<file path="src/rtl/prio_arbiter.sv">
// Registered N-way arbiter: fixed-priority or round-robin selection, one grant held
// until the holder pulses done, presented as index, one-hot vector and valid flag.
module prio_arbiter #(
  parameter int N  = 4,
  parameter int W  = $clog2(N),
  parameter bit RR = 1'b0
) (
  input  logic         clk,
  input  logic         rst_n,
  input  logic [N-1:0] req,
  input  logic         done,
  output logic [W-1:0] idx,
  output logic         V,
  output logic [N-1:0] gnt
);

  typedef enum logic {
    S_IDLE  = 1'b0,
    S_GRANT = 1'b1
  } state_t;

  state_t         r_state;
  state_t         w_state_next;
  logic [W-1:0]   r_idx;
  logic [W-1:0]   w_idx_next;
  logic           r_v;
  logic           w_v_next;
  logic [N-1:0]   r_gnt;
  logic [N-1:0]   w_gnt_next;
  logic [W-1:0]   w_win;
  logic           w_take;

  // A new grant is accepted only from IDLE; done in the same cycle is irrelevant there.
  assign w_take = (r_state == S_IDLE) && (|req);

  generate
    if (RR) begin : g_rr
      logic [W-1:0] r_ptr;
      logic         w_found;

      // Search starts just after the last winner and wraps at N, not at 2^W.
      always_comb begin
        w_win   = '0;
        w_found = 1'b0;
        for (int k = 1; k <= N; k++) begin
          if (!w_found && req[(int'(r_ptr) + k) % N]) begin
            w_win   = W'((int'(r_ptr) + k) % N);
            w_found = 1'b1;
          end
        end
      end

      always_ff @(posedge clk or negedge rst_n) begin
        if (!rst_n) begin
          r_ptr <= W'(N - 1);
        end else if (w_take) begin
          r_ptr <= w_win;
        end
      end
    end else begin : g_fixed
      // Later iterations overwrite earlier ones, so the highest set bit wins.
      always_comb begin
        w_win = '0;
        for (int i = 0; i < N; i++) begin
          if (req[i]) begin
            w_win = W'(i);
          end
        end
      end
    end
  endgenerate

  always_comb begin
    w_state_next = r_state;
    w_idx_next   = r_idx;
    w_v_next     = r_v;
    w_gnt_next   = r_gnt;
    case (r_state)
      S_IDLE: begin
        if (w_take) begin
          w_state_next = S_GRANT;
          w_idx_next   = w_win;
          w_v_next     = 1'b1;
          w_gnt_next   = {{(N-1){1'b0}}, 1'b1} << w_win;
        end else begin
          w_v_next   = 1'b0;
          w_gnt_next = '0;
        end
      end
      S_GRANT: begin
        if (done) begin
          w_state_next = S_IDLE;
          w_v_next     = 1'b0;
          w_gnt_next   = '0;
        end
      end
      default: begin
        w_state_next = S_IDLE;
        w_v_next     = 1'b0;
        w_gnt_next   = '0;
      end
    endcase
  end

  always_ff @(posedge clk or negedge rst_n) begin
    if (!rst_n) begin
      r_state <= S_IDLE;
      r_idx   <= '0;
      r_v     <= 1'b0;
      r_gnt   <= '0;
    end else begin
      r_state <= w_state_next;
      r_idx   <= w_idx_next;
      r_v     <= w_v_next;
      r_gnt   <= w_gnt_next;
    end
  end

  assign idx = r_idx;
  assign V   = r_v;
  assign gnt = r_gnt;

endmodule
</file>
<file path="config.mk">
export PLATFORM = sky130hd
export DESIGN_NAME = prio_arbiter
export DESIGN_NICKNAME = d
export VERILOG_FILES = /design/src/rtl/prio_arbiter.sv
export SDC_FILE = /design/constraint.sdc
export NUM_CORES = 1
export LEC_CHECK = 0
export CAP_MARGIN = 20
export CORE_AREA = 3 3 40 42
export CTS_BUF_LIST = sky130_fd_sc_hd__clkbuf_4 sky130_fd_sc_hd__clkbuf_8 sky130_fd_sc_hd__clkbuf_16
export DETAILED_ROUTE_END_ITERATION = 8
export DIE_AREA = 0 0 43 45
export PLACE_DENSITY = 0.49
export SLEW_MARGIN = 20
export SYNTH_ARGS = -nofsm -noshare
export SYNTH_HDL_FRONTEND = slang
export SYNTH_SLANG_ARGS = --single-unit
export TNS_END_PERCENT = 50
</file>
<file path="constraint.sdc">
create_clock -name clk -period 2.14 [get_ports clk]
set_clock_uncertainty 0.05 [all_clocks]
set_input_delay 0.214 -clock clk [delete_from_list [all_inputs] [get_ports clk]]
set_output_delay 0.214 -clock clk [all_outputs]
set_load 0.1 [all_outputs]
</file>
==> impl_summary.md <==
Floorplanning
The placement row count is 13. The core area is 0.001285 mm². In this run the vertical extent of the chip is 45 µm.

The I/O pin count is 14. The die covers 0.001935 mm². The starting utilization of the core area is 0.2619. The die outline width is 43 µm.

Synthesis
The Yosys step of the flow raised 0 warnings. The mapped netlist covers 336.6 µm². The top cell type's share of synthesized area is 0.5948. The cell accounting for the most synthesized area is dfrtp_1.

By instance count, the leading cell after synthesis is dfrtp_1. The post-synthesis net count is 41. After synthesis, the most frequently instantiated cells are 8 x dfrtp_1, 5 x nand2_1, 4 x o21ai_0.

The portion of the post-synthesis area used by sequential elements is 0.5948. Ranked by total cell area, the synthesized netlist is headed by dfrtp_1 59%, o21ai_0 5.9%, nand2_1 5.6%. The average instance in the mapped netlist occupies 9.899 µm². Counting flops with a built-in enable in the synthesized netlist gives 0. The number of synthesized register bits is 8. The share of synthesized registers carrying an async set or reset is 1.000.

The number of library cell types mapped by synthesis is 14. The number of standard cells after synthesis is 34. The most used flip-flop cell after synthesis is dfrtp_1.

Global route
Entering global routing, the biggest net connects 13 pins. The initial antenna violation count is 0. For this run the aggregate overflow at the end of global routing stands at 0. The via count of the first global-routing pass is 287.

The first global-routing pass estimated 1242 µm of wire. The overall track demand over capacity in global routing is 0.09412.

Timing
Of the available clock period, the critical path in the final layout requires 0.5462. The final number of hold-violating endpoints is 0. The count of endpoints failing setup in the final report is 0. At the pin with the least slew margin, the transition time is 0.3622 ns. After layout, the minimum clock period comes to 1.169 ns. The final max-slew violation count is 0. Setup repair after global routing left no endpoint under its margin. The worst slew margin relative to its limit is 0.7578.

Derived from the worst setup path, the maximum achievable clock frequency is 0.8555 GHz. The accumulated negative setup slack is 0 ns.

Pwr
The share of total power in combinational logic is 0.348. The proportion of total power due to net switching is 0.4134. For this design the total switching power over the nets is 188.1 µW. For this design the ratio of total power to cell area is 937.0 mW/mm². The sequential share of power is 0.389. VDD sags by at most 0.2922 mV. The post-route total power is 454.9 µW.

The cell internal power dissipation is 266.8 µW. The clock power share is 0.263. The leakage component of the power is 0.0002226 µW.

Critical path
STA puts the critical path data arrival time at 0.90 ns. The peak per-stage delay on the critical path is 0.35 ns. The worst register-to-register path begins at r_state. The worst setup path endpoint is gnt[3]. The largest fanout on the critical path is 2. The cell family with the largest share of critical-path delay is flip-flops.

The worst path required time is 1.88 ns. The worst register-to-register path has a setup slack of 1.06 ns. The endpoint kind of the worst setup timing path is a primary output. The buffers plus inverters on the worst setup path is 1. The critical path depth in cells is 1. STA classifies the critical path startpoint as a flop. The critical path starts at gnt[3]. The worst register-to-register path ends at gnt[2]. The type of the worst setup path is reg -> out. The critical path goes through buf_4. The library cell contributing the largest single delay on the critical path is dfrtp_1.

Measured in cells, the most critical reg-to-reg path has a length of 3.

Run
The number of violations of the max-capacitance limit is 0.

Clock tree
In this run the clock root is driven by a clkbuf_4. TritonCTS built the clock tree. In this run, post-CTS hold repair placed 0 buffers.

In this run, post-CTS repair resized a total of 0 instances. Clock-pin slew was measured on the worst setup and hold paths at 0.05 ns. The latest clock arrival within the worst-skew pair is 0.26 ns. Buffers added to address setup during post-CTS repair amount to 0. The maximum number of buffers from clock root to sink is 2.

The number of buffers inserted during clock tree synthesis is 3. CTS built an H-tree with a depth of 1. The tree built by TritonCTS fans out to 8 sinks.

Detailed routing
In the final routed layout, each cell accounts on average for 11.27 µm. The routed layout has 296 vias. The average via count per standard cell is 4.625. The DRC violation count after routing is 0. The count of nets left with antenna violations once routing finished came out at 0.

The iteration count of the initial detailed-routing pass is 2. The sum of routed wire length over all layers is 721 µm. The number of design-rule violations left by the first detailed-router iteration is 1.

Placement
The count of placed standard cells including taps is 61. The placed instances occupy a cell area of 462.9 µm². The global placement routability congestion is 0.7490.

The number of port buffers is 13. The post-DP HPWL is 550.1 µm.

Cells and area
Excluding fillers, the count of instances in the completed layout stands at 64. Summing all multi-input logic gate instances after layout gives 123.9 µm². The register area is 200.2 µm². The post-layout instance area is 485.5 µm².

0 antenna diodes ended up in the layout. Relative to the synthesized area, the layout overhead comes to 44.24%. Of the cells placed in the final design, the portion with a size suffix greater than 1 is 0.2653. The number of fill cells is 130. After the last flow step, the layout net total stands at 58.

Outcome
The run finished with clean final reports.

Min path
The path category of the worst min-delay check is in -> async.
==> power groups by stage <==
stage	registers, µW	clock network [µW]	logic [µW]
3_3_place_gp	179	0	159
5_1_grt	179	131	165
6_report	177	120	158
3_5_place_dp	180	0	159
2_1_floorplan	273	0	21.2
4_1_cts	177	122	160
==> metrics by stage <==
step | setup WS, ns | hold slack (ns) | utilization
after floorplan | 0.8433 | -0.1316 | -
after global placement | 0.8641 | 0.4190 | 0.3603
after detailed placement | 0.8427 | 0.4283 | 0.3603
after CTS | 0.9725 | 0.1917 | 0.3778
after global routing | 0.9364 | 0.2062 | 0.3778
final | 0.9711 | 0.1798 | 0.3778
==> worst reg2reg max path: stages, from the launching register on <==
cell and delay [ns]:
dfrtp_1 0.51, nor2b_2 0.28, nand2_1 0.08, o31ai_1 0.06
==> per-layer routing <==
layer / global-route usage / vias up / share of wire
li1: - / 145 / -
met1: 0.09653 / 132 / 0.45
met2: 0.1317 / 14 / 0.39
met3: 0.03187 / 5 / 0.10
met4: 0.1265 / 0 / 0.054
met5: 0 / - / 0
==> how the worst min path moves through the flow <==
stage	end	slack, ns	cells after the start
2_1_floorplan	V	-0.13	0
5_1_grt	gnt[1]	0.21	1
6_report	r_state	0.18	1
4_1_cts	r_state	0.19	1
3_5_place_dp	gnt[2]	0.43	2
3_3_place_gp	gnt[3]	0.42	2
==> cell families (layout without fill, tap and decap cells) <==
family | after synthesis | count (layout) | synth area share
AO/OA/AOI/OAI | 11 | 11 | 0.1710
buffers and inverters | 3 | 18 | 0.03717
flip-flops | 8 | 8 | 0.5948
AND/OR/NAND/NOR | 12 | 12 | 0.1970
==> layout make-up <==
| class | count | area share |
|---|---|---|
| tap | 15 | 0.03866 |
| multi-input combinational | 23 | 0.2552 |
| inverter | 2 | 0.01546 |
| sequential | 8 | 0.4124 |
| clock buffer | 3 | 0.04639 |
| timing repair buffer | 13 | 0.2320 |
==> sequential cells by signal, summed over array words and instances (netlist names) <==
| register | cells |
|---|---|
| idx | 2 |
| gnt | 4 |
| r_state | 1 |
| V | 1 |
==> layout by cell type (no fill, tap or decap) <==
master | Yosys | layout
a21oi_1 | 3 | 3
clkbuf_4 | 0 | 3
nor2_1 | 1 | 1
dfrtp_1 | 8 | 8
and3b_1 | 1 | 1
nand2b_1 | 1 | 1
nand2_1 | 5 | 5
nor2b_2 | 1 | 1
o21ai_1 | 3 | 3
inv_1 | 2 | 2
nor2_2 | 2 | 2
nand3b_1 | 1 | 1
o21ai_0 | 4 | 4
o31ai_1 | 1 | 1
clkdlybuf4s50_1 | 0 | 6
buf_4 | 0 | 7
Power figures use the tool's default switching activity.
